### config.mk
export PLATFORM = sky130hd
export DESIGN_NAME = gp_reg_file
export DESIGN_NICKNAME = d
export VERILOG_FILES = /design/src/rtl/gp_regs_pkg.sv /design/src/rtl/gp_reg_cell.sv /design/src/rtl/gp_reg_file.sv
export SDC_FILE = /design/constraint.sdc
export NUM_CORES = 1
export LEC_CHECK = 0
export ABC_AREA = 0
export ABC_CLOCK_PERIOD_IN_PS = 7400
export CELL_PAD_IN_SITES_DETAIL_PLACEMENT = 0
export CELL_PAD_IN_SITES_GLOBAL_PLACEMENT = 2
export CORE_MARGIN = 8
export CORE_UTILIZATION = 38
export DETAILED_ROUTE_END_ITERATION = 8
export MAX_ROUTING_LAYER = met4
export PLACE_DENSITY_LB_ADDON = 0.15
export SETUP_SLACK_MARGIN = 0.4
export SLEW_MARGIN = 30
export SYNTH_ARGS = -nofsm -noshare
export SYNTH_HDL_FRONTEND = slang
export SYNTH_SLANG_ARGS = --single-unit
### constraint.sdc
create_clock -name CLK -period 7.4 [get_ports CLK]
set_input_delay 0.74 -clock CLK [delete_from_list [all_inputs] [get_ports CLK]]
set_output_delay 0.74 -clock CLK [all_outputs]
set_load 0.03 [all_outputs]
### src/rtl/gp_regs_pkg.sv
// -----------------------------------------------------------------------------
// gp_regs_pkg
// Shared definitions for the general-purpose register file:
//   - FunSel encodings (FS_DEC, FS_INC, FS_LOAD, FS_CLR)
//   - next_val(): next-state and wrap/saturation event of one register
// Optional build macro: GP_REG_FILE_SATURATE_EN
//   defined   -> inc at all-ones and dec at zero saturate (event still flagged)
//   undefined -> modular wrap
// -----------------------------------------------------------------------------
package gp_regs_pkg;

  // Widest register next_val() can handle; narrower registers are zero-extended.
  localparam int unsigned GP_MAX_W = 64;

  localparam logic [1:0] FS_DEC  = 2'd0;
  localparam logic [1:0] FS_INC  = 2'd1;
  localparam logic [1:0] FS_LOAD = 2'd2;
  localparam logic [1:0] FS_CLR  = 2'd3;

  // Returns {wrap_evt, next}. 'w' is the true register width; all arithmetic is
  // masked to it so the all-ones / zero boundaries are those of the register.
  function automatic logic [GP_MAX_W:0] next_val(
    input logic [GP_MAX_W-1:0] cur,
    input logic [1:0]          fs,
    input logic [GP_MAX_W-1:0] i,
    input int unsigned         w
  );
    logic [GP_MAX_W-1:0] mask;
    logic [GP_MAX_W-1:0] curm;
    logic [GP_MAX_W-1:0] nxt;
    logic                evt;
    logic                is_max;
    logic                is_zero;

    if (w >= GP_MAX_W) begin
      mask = {GP_MAX_W{1'b1}};
    end else begin
      mask = (64'd1 << w) - 64'd1;
    end
    curm    = cur & mask;
    is_max  = (curm == mask);
    is_zero = (curm == 64'd0);
    evt     = 1'b0;
    nxt     = curm;

    case (fs)
      FS_DEC: begin
        evt = is_zero;
`ifdef GP_REG_FILE_SATURATE_EN
        nxt = is_zero ? curm : (curm - 64'd1);
`else
        nxt = (curm - 64'd1) & mask;
`endif
      end
      FS_INC: begin
        evt = is_max;
`ifdef GP_REG_FILE_SATURATE_EN
        nxt = is_max ? curm : (curm + 64'd1);
`else
        nxt = (curm + 64'd1) & mask;
`endif
      end
      FS_LOAD: begin
        evt = 1'b0;
        nxt = i & mask;
      end
      FS_CLR: begin
        evt = 1'b0;
        nxt = 64'd0;
      end
      default: begin
        evt = 1'b0;
        nxt = curm;
      end
    endcase

    return {evt, nxt};
  endfunction

endpackage

### src/rtl/gp_reg_cell.sv
// -----------------------------------------------------------------------------
// gp_reg_cell
// One main register plus its one-deep shadow copy.
// Ports:
//   clk_i, rst_i     clock, synchronous active-high reset (clears main+shadow)
//   sel_n_i          active-low enable for the FunSel operation
//   fun_sel_i        operation (see gp_regs_pkg FS_*)
//   data_i           load data
//   save_i           shadow <= pre-edge main
//   restore_i        main <= shadow (overrides the FunSel operation)
//   val_o            current main register value
//   wrap_evt_o       combinational: this edge would wrap/saturate this register
// Honours GP_REG_FILE_SATURATE_EN through gp_regs_pkg::next_val().
// -----------------------------------------------------------------------------
module gp_reg_cell
  import gp_regs_pkg::*;
#(
  parameter int unsigned WIDTH = 8
) (
  input  logic             clk_i,
  input  logic             rst_i,
  input  logic             sel_n_i,
  input  logic [1:0]       fun_sel_i,
  input  logic [WIDTH-1:0] data_i,
  input  logic             save_i,
  input  logic             restore_i,
  output logic [WIDTH-1:0] val_o,
  output logic             wrap_evt_o
);

  logic [WIDTH-1:0]    r_q;
  logic [WIDTH-1:0]    r_d;
  logic [WIDTH-1:0]    s_q;
  logic [WIDTH-1:0]    s_d;
  logic [GP_MAX_W-1:0] cur_ext_s;
  logic [GP_MAX_W-1:0] din_ext_s;
  logic [GP_MAX_W:0]   nv_s;
  logic                evt_s;

  // Next-state selection: restore beats the FunSel op; save always snapshots
  // the pre-edge main value, so save+restore forms an atomic swap.
  always_comb begin
    cur_ext_s             = '0;
    cur_ext_s[WIDTH-1:0]  = r_q;
    din_ext_s             = '0;
    din_ext_s[WIDTH-1:0]  = data_i;
    nv_s                  = next_val(cur_ext_s, fun_sel_i, din_ext_s, WIDTH);
    r_d                   = r_q;
    s_d                   = s_q;
    evt_s                 = 1'b0;

    if (restore_i) begin
      r_d   = s_q;
      evt_s = 1'b0;
    end else if (!sel_n_i) begin
      r_d   = nv_s[WIDTH-1:0];
      evt_s = nv_s[GP_MAX_W];
    end else begin
      r_d   = r_q;
      evt_s = 1'b0;
    end

    if (save_i) begin
      s_d = r_q;
    end else begin
      s_d = s_q;
    end
  end

  // Main and shadow storage with synchronous reset.
  always_ff @(posedge clk_i) begin
    if (rst_i) begin
      r_q <= '0;
      s_q <= '0;
    end else begin
      r_q <= r_d;
      s_q <= s_d;
    end
  end

  assign val_o      = r_q;
  assign wrap_evt_o = evt_s;

endmodule

### src/rtl/gp_reg_file.sv
// -----------------------------------------------------------------------------
// gp_reg_file
// NREGS x WIDTH general-purpose register file with inc/dec/load/clear,
// a one-deep shadow bank (save / restore / swap), two combinational read
// ports, a combinational zero vector and a registered one-cycle Wrap pulse.
// Ports:
//   CLK, RST          rising-edge clock, synchronous active-high reset
//   FunSel            0=dec 1=inc 2=load 3=clear
//   RegSel            active-low per-register enable
//   I                 load data
//   Save, Restore     shadow snapshot / shadow recall (both = swap)
//   OutASel, OutBSel  read indices; out-of-range indices read as 0
//   OutA, OutB        R[OutASel], R[OutBSel] (no write-through)
//   ZeroVec           bit k = (R[k] == 0)
//   Wrap              registered wrap/saturation pulse
// Optional build macro: GP_REG_FILE_SATURATE_EN (saturating inc/dec).
// -----------------------------------------------------------------------------
module gp_reg_file
  import gp_regs_pkg::*;
#(
  parameter  int unsigned WIDTH = 8,
  parameter  int unsigned NREGS = 4,
  localparam int unsigned SEL_W = $clog2(NREGS)
) (
  input  logic             CLK,
  input  logic             RST,
  input  logic [1:0]       FunSel,
  input  logic [NREGS-1:0] RegSel,
  input  logic [WIDTH-1:0] I,
  input  logic             Save,
  input  logic             Restore,
  input  logic [SEL_W-1:0] OutASel,
  input  logic [SEL_W-1:0] OutBSel,
  output logic [WIDTH-1:0] OutA,
  output logic [WIDTH-1:0] OutB,
  output logic [NREGS-1:0] ZeroVec,
  output logic             Wrap
);

  logic [WIDTH-1:0] vals_s [NREGS];
  logic [NREGS-1:0] evt_s;
  logic             wrap_d;
  logic             wrap_q;

  for (genvar k = 0; k < NREGS; k++) begin : g_cell
    gp_reg_cell #(
      .WIDTH (WIDTH)
    ) u_cell (
      .clk_i      (CLK),
      .rst_i      (RST),
      .sel_n_i    (RegSel[k]),
      .fun_sel_i  (FunSel),
      .data_i     (I),
      .save_i     (Save),
      .restore_i  (Restore),
      .val_o      (vals_s[k]),
      .wrap_evt_o (evt_s[k])
    );
  end

  // Cells already suppress their event during Restore, so a plain OR suffices.
  always_comb begin
    wrap_d = |evt_s;
  end

  // Wrap pulse register.
  always_ff @(posedge CLK) begin
    if (RST) begin
      wrap_q <= 1'b0;
    end else begin
      wrap_q <= wrap_d;
    end
  end

  assign Wrap = wrap_q;

  // Read muxes and zero vector; an index with no matching register reads 0.
  always_comb begin
    OutA    = '0;
    OutB    = '0;
    ZeroVec = '0;
    for (int k = 0; k < NREGS; k++) begin
      if (OutASel == SEL_W'(k)) begin
        OutA = vals_s[k];
      end else begin
        OutA = OutA;
      end
      if (OutBSel == SEL_W'(k)) begin
        OutB = vals_s[k];
      end else begin
        OutB = OutB;
      end
      ZeroVec[k] = (vals_s[k] == '0);
    end
  end

endmodule

==> flow_summary_export.csv, run 1 <==
group,metric,value,unit
status,status,"finished clean",
die,ioPinCount,43,
yosys,syn_area,4753,sq um
clocking,holdBufCountCts,0,
yosys,yosys.area.top_type,"dfxtp_1",
final_layout,final_cells,769,
routing,vias,4330,
routing,ant_nets,0,
die,die_w,127.8,um
yosys,syn_nets,629,
global_route,grt_max_degree,72,
clocking,cts_made_buffers,9,
power_and_ir_drop,p_leak,2.060,nW
die,start_util,0.3829,
setup_path,cp.buffers_inverters,3,
place,place_congestion,0.8834,
setup_path,worstPathCellList,"clkdlybuf4s50_1 -> buf_4 -> and2b_1 -> inv_2 -> ha_1 -> nand2_1 -> a21oi_1 -> a311o_1 -> maj3_1 -> xnor2_1 -> o211ai_1 -> nor3b_1",
yosys,ys_seq_elements,65,
final_layout,seq_area,1301,sq um
timing,rsz0062_at_grt,"no",
routing,wl_per_cell,19.88,um
timing,setup_viol_count_final,0,
global_route,gr-total-overflow,0,
timing,fmax,235.6,MHz
die,die_area,16340,sq um
final_layout,fillers,1271,
die,rows,41,
routing,drcViolationCount,0,
setup_path,path_class,"input port to register",
timing,clock_skew,0.003601,ns
routing,drt_pass1_iterations,4,
final_layout,n_antenna_cell,0,
clocking,clockRootBuffer,"clkbuf_16",
timing,fin_crit_sh,0.5736,
setup_path,cpMaxStageDelayCell,"and2b_1",
final_layout,final_layout_size_suffix_gt1_frac,0.08375,
power_and_ir_drop,power_density,201.1,nW/um^2
final_layout,multi_input_area,3127,sq um
final_layout,area_growth,15.21,%
global_route,grt_pass1_vias,4249,
job,maxCapViolations,0,
yosys,yosys_warnings,0,
clocking,cts_sinks,65,
setup_path,timing.critical_path.required,7.66,ns
timing,maxSlewHeadroom,0.4983,
setup_path,worstPathArrival,4.51,ns
hold_path,hold_path.class,"register to register",
clocking,tritoncts,"yes",
die,die_h,127.8,um
clocking,clockBufferDepth,2,
timing,worst_slew_pin_slew,0.7525,ns
clocking,cts_resized,0,
timing,fin_tns_setup,0,ns
global_route,antenna_found_initial,0,
clocking,postCtsSetupBuffers,0,
yosys,synth_edf_count,0,
place,port_buffers,42,
setup_path,timing.critical_path.from_type,"input port",
yosys,syn_inst,588,
power_and_ir_drop,power.total,1.101,mW
yosys,synth_top_area_frac,0.2738,
place,post_dp_cell_area,5186,sq um
place,dp_hpwl,10.60,mm
setup_path,crit_fanout,35,
timing,final_max_slew_viol_count,0,
clocking,cts.htree.levels,3,
power_and_ir_drop,ir_drop,107.2,uV
yosys,synth_cell_types,54,
clocking,cts.clk_slew.worst_paths,0.05,ns
timing,finalCriticalPeriod,4.245,ns
final_layout,nets,633,
global_route,grt_pass1_wl,24.34,mm
clocking,insertion_delay,0.34,ns
routing,drt_iter0_drc,341,
final_layout,stdcell_area,5477,sq um
yosys,ys.flop_type,"dfxtp_1",
yosys,async_flop_share,0,
routing,viasPerCell,5.631,
routing,wl,15.28,mm
timing,hold_violations,0,
setup_path,cp-end-kind,"register",
yosys,synth_area_leaders,"dfxtp_1, mux2i_1, a21oi_1",
yosys,syn_avg_cell_area,8.084,sq um
place,post-place-cells,753,
global_route,grt_use_total,0.2000,
setup_path,cp_top_family,"buffers and inverters",
yosys,yosysSeqAreaShare,0.2738,
die,coreArea,12410,sq um
setup_path,slowest_delay,0.67,ns
-- final cells by class --
type | count | area share
inverter | 28 | 0.01919
sequential | 65 | 0.2376
clock inverter | 3 | 0.007311
clock buffer | 13 | 0.04569
tap | 172 | 0.03930
multi-input combinational | 442 | 0.5709
timing repair buffer | 46 | 0.07996
-- cell families after synthesis --
| logic type | share of synthesized area |
|---|---|
| DFF | 0.2738 |
| AOI/OAI and AO/OA | 0.2098 |
| xor gates and xnor gates | 0.05896 |
| buffers and inverters | 0.06844 |
| adders and majority gates | 0.06502 |
| and+or+nand+nor | 0.1619 |
| muxes | 0.1621 |
-- report_power, final --
| part | internal, mW | switching [mW] | total (mW) |
|---|---|---|---|
| sequential | 0.367 | 0.0324 | 0.399 |
| clock | 0.269 | 0.154 | 0.424 |
| combinational | 0.124 | 0.154 | 0.279 |
| total | 0.760 | 0.341 | 1.10 |
-- registers in the layout (all words and copies together), names as in the netlist --
register and flops:
g_cell.u_cell.s_q 32, g_cell.u_cell.val_o 32, Wrap 1
-- final timing paths --
check / start / end / slack [ns] / depth (start not counted)
setup / recovery: FunSel[0] / g_cell[0].u_cell.val_o[5]$_SDFFE_PP0P_ / 3.16 / 12
hold / removal: g_cell[1].u_cell.s_q[2]$_SDFFE_PP0P_ / g_cell[1].u_cell.val_o[2]$_SDFFE_PP0P_ / 0.45 / 2
hold reg to reg: g_cell[1].u_cell.s_q[2]$_SDFFE_PP0P_ / g_cell[1].u_cell.val_o[2]$_SDFFE_PP0P_ / 0.45 / 2
setup reg to reg: g_cell[3].u_cell.val_o[1]$_SDFFE_PP0P_ / g_cell[3].u_cell.val_o[6]$_SDFFE_PP0P_ / 5.01 / 9
-- metal layers --
layer  part of all wire  wire length, um  global-route usage  vias up
met5                  0                0                   -        -
met4              0.025              384             0.08322        0
met3              0.055              846             0.04118       25
met2               0.46             7051              0.2996       95
met1               0.46             7003              0.2572     2074
li1                   -                -                   -     2136
-- cell usage in the layout (no fill, tap or decap), drive strengths merged, types with 10 or more instances in the layout --
cell type      count
dfxtp             65
mux2i             41
mux4              16
or3               10
inv               28
clkdlybuf4s50     39
nor2              65
ha                19
clkbuf            13
a21oi             74
xnor2             24
nor3              13
nor4              10
nand2             42
o21ai             27
-- synthesized netlist by cell type (7+ instances only) --
master	n
a211o_1	7
a21oi_1	73
clkbuf_1	42
or3_1	10
mux2i_1	41
xor2_1	8
inv_1	25
o21ai_0	25
ha_1	19
nor4_1	10
dfxtp_1	65
a311oi_1	8
nor2_1	65
mux4_2	16
nor3_1	13
nand2_1	42
xnor2_1	24
-- tightest hold or removal path, stage by stage (launching register included) --
cell	delay, ns
dfxtp_1	0.30
nand2_1	0.05
a21oi_1	0.05
-- through the flow --
step                hold WS (ns)  utilization  setup slack (ns)
finish                    0.4531       0.4411             3.155
detailed placement        0.4434       0.4178             2.812
floorplan                 0.4312            -             4.094
global route              0.4709       0.4411             2.922
CTS                       0.4555       0.4411             3.164
global placement          0.4360       0.4176             2.888
No activity file was read; power rests on OpenSTA's default activity.
==> run 2, diff against run 1 <==
--- a/config.mk
+++ b/config.mk
@@ -6,11 +6,11 @@
 export NUM_CORES = 1
 export LEC_CHECK = 0
 export ABC_AREA = 0
-export ABC_CLOCK_PERIOD_IN_PS = 7400
+export ABC_CLOCK_PERIOD_IN_PS = 3600
 export CELL_PAD_IN_SITES_DETAIL_PLACEMENT = 0
 export CELL_PAD_IN_SITES_GLOBAL_PLACEMENT = 2
 export CORE_MARGIN = 8
-export CORE_UTILIZATION = 38
+export CORE_UTILIZATION = 32
 export DETAILED_ROUTE_END_ITERATION = 8
 export MAX_ROUTING_LAYER = met4
 export PLACE_DENSITY_LB_ADDON = 0.15
==> constraint.sdc (replaced) <==
create_clock -name CLK -period 3.6 [get_ports CLK]
set_input_delay 0.36 -clock CLK [delete_from_list [all_inputs] [get_ports CLK]]
set_output_delay 0.36 -clock CLK [all_outputs]
set_load 0.03 [all_outputs]
==> flow_summary_export.csv, run 2 (synthesis gave the netlist of run 1 again) <==
group,metric,value,unit
clocking,clockRootBuffer,"clkbuf_16",
place,dp_hpwl,11.51,mm
hold_path,hold_path.class,"register to register",
setup_path,timing.critical_path.required,3.24,ns
die,rows,44,
setup_path,timing.critical_path.from_type,"register",
routing,drcViolationCount,0,
die,die_area,19010,sq um
setup_path,crit_start,"g_cell[3].u_cell.val_o[4]$_SDFFE_PP0P_",
routing,vias,4426,
power_and_ir_drop,ir_drop,211.9,uV
final_layout,multi_input_area,3127,sq um
die,die_h,137.9,um
power_and_ir_drop,power_density,398.7,nW/um^2
die,die_w,137.9,um
global_route,grt_max_degree,32,
power_and_ir_drop,p_int,1.471,mW
timing,final_max_slew_viol_count,0,
power_and_ir_drop,swShare,0.3310,
setup_path,reg2reg_from,"g_cell[2].u_cell.val_o[1]$_SDFFE_PP0P_",
routing,wl_per_cell,20.47,um
timing,fin_crit_sh,0.8289,
timing,fin_tns_setup,0,ns
place,post-place-cells,772,
power_and_ir_drop,p_comb_frac,0.264,
clocking,cts_made_buffers,9,
die,ioPinCount,43,
job,maxCapViolations,0,
power_and_ir_drop,pwr-share-seq,0.372,
setup_path,cp-end-kind,"output pin",
die,start_util,0.3270,
timing,rsz0062_at_grt,"no",
timing,whs,0.4490,ns
timing,worst_slew_pin_slew,0.7529,ns
routing,drt_pass1_iterations,5,
clocking,cts_sinks,65,
global_route,grt_pass1_vias,4149,
final_layout,seq_area,1301,sq um
setup_path,worstPathArrival,2.62,ns
timing,fmax,335.1,MHz
timing,maxSlewHeadroom,0.4980,
final_layout,n_antenna_cell,0,
power_and_ir_drop,p_leak,2.084,nW
place,port_buffers,42,
routing,ant_nets,0,
power_and_ir_drop,pwr-share-clk,0.363,
setup_path,crit_fanout,11,
timing,clock_skew,0.007939,ns
final_layout,fillers,1514,
power_and_ir_drop,p_sw,0.7277,mW
final_layout,final_layout_size_suffix_gt1_frac,0.09934,
routing,viasPerCell,5.617,
global_route,gr-total-overflow,0,
clocking,cts.clk_slew.worst_paths,0.05,ns
timing,hold_violations,0,
final_layout,nets,640,
clocking,cts.htree.levels,3,
global_route,grt_pass1_wl,24.96,mm
hold_path,hold_start,"g_cell[3].u_cell.s_q[2]$_SDFFE_PP0P_",
clocking,cts_resized,0,
status,status,"finished clean",
place,place_congestion,0.8051,
final_layout,layout_commonest_cell,"a21oi_1",
clocking,postCtsSetupBuffers,0,
clocking,clockBufferDepth,2,
clocking,holdBufCountCts,0,
clocking,insertion_delay,0.35,ns
routing,drt_iter0_drc,315,
setup_path,path_class,"register to output pin",
global_route,grt_use_total,0.1812,
final_layout,final_cells,788,
timing,finalCriticalPeriod,2.984,ns
clocking,tritoncts,"yes",
global_route,antenna_found_initial,1,
timing,setup_viol_count_final,0,
die,coreArea,14530,sq um
routing,wl,16.13,mm
final_layout,area_growth,16.00,%
final_layout,layout_common_cells,"a21oi_1, dfxtp_1, nor2_1, nand2_1, mux2i_1",
-- run 2: changes by cell type in the layout (fill, tap and decap cells not counted), sizes merged --
cell      change
buf           +7
clkbuf        -4
clkinv        +4
bufinv        -1
clkinvlp      +1
-- run 2: power by group through the flow --
stage | sequential [mW] | clock, mW | combinational (mW)
floorplan | 0.793 | 0 | 0.438
global placement | 0.831 | 0 | 0.580
detailed placement | 0.833 | 0 | 0.584
CTS | 0.817 | 0.821 | 0.587
global route | 0.824 | 0.859 | 0.638
finish | 0.818 | 0.799 | 0.581
-- run 2: final cells by class --
cell class	instances	share of cell area
Tap cell	184	0.04175
Timing Repair Buffer	53	0.08850
Multi-Input combinational cell	442	0.5671
Clock buffer	9	0.04084
Clock inverter	7	0.006807
Inverter	28	0.01906
Sequential cell	65	0.2360
-- run 2: critical path: stages (launching register included) --
cell	delay, ns
dfxtp_1	0.44
or4_1	0.55
nor4_1	0.50
clkdlybuf4s50_1	0.78
-- run 2: final timing paths --
check,end,cells past startpoint,slack [ns]
min,g_cell[3].u_cell.val_o[2]$_SDFFE_PP0P_,2,0.45
max,ZeroVec[3],3,0.62
max reg2reg,g_cell[2].u_cell.val_o[4]$_SDFFE_PP0P_,9,1.30
min reg2reg,g_cell[3].u_cell.val_o[2]$_SDFFE_PP0P_,2,0.45
-- run 2: per-stage QoR --
stage,power [mW],setup slack [ns],area [sq um],util
6_report,2.199,0.6158,5514,0.3794
5_1_grt,2.321,0.4368,5514,0.3794
4_1_cts,2.225,0.5507,5514,0.3794
3_5_place_dp,1.417,0.4813,5251,0.3613
3_3_place_gp,1.411,0.4803,5251,0.3613
2_1_floorplan,1.231,0.6737,4753,-
-- run 2: layer usage --
layer,track usage,share of wire,wire length (um)
met1,0.2386,0.47,7614
met2,0.2768,0.46,7458
met3,0.02210,0.045,718
met4,0.07403,0.021,341
met5,-,0,0
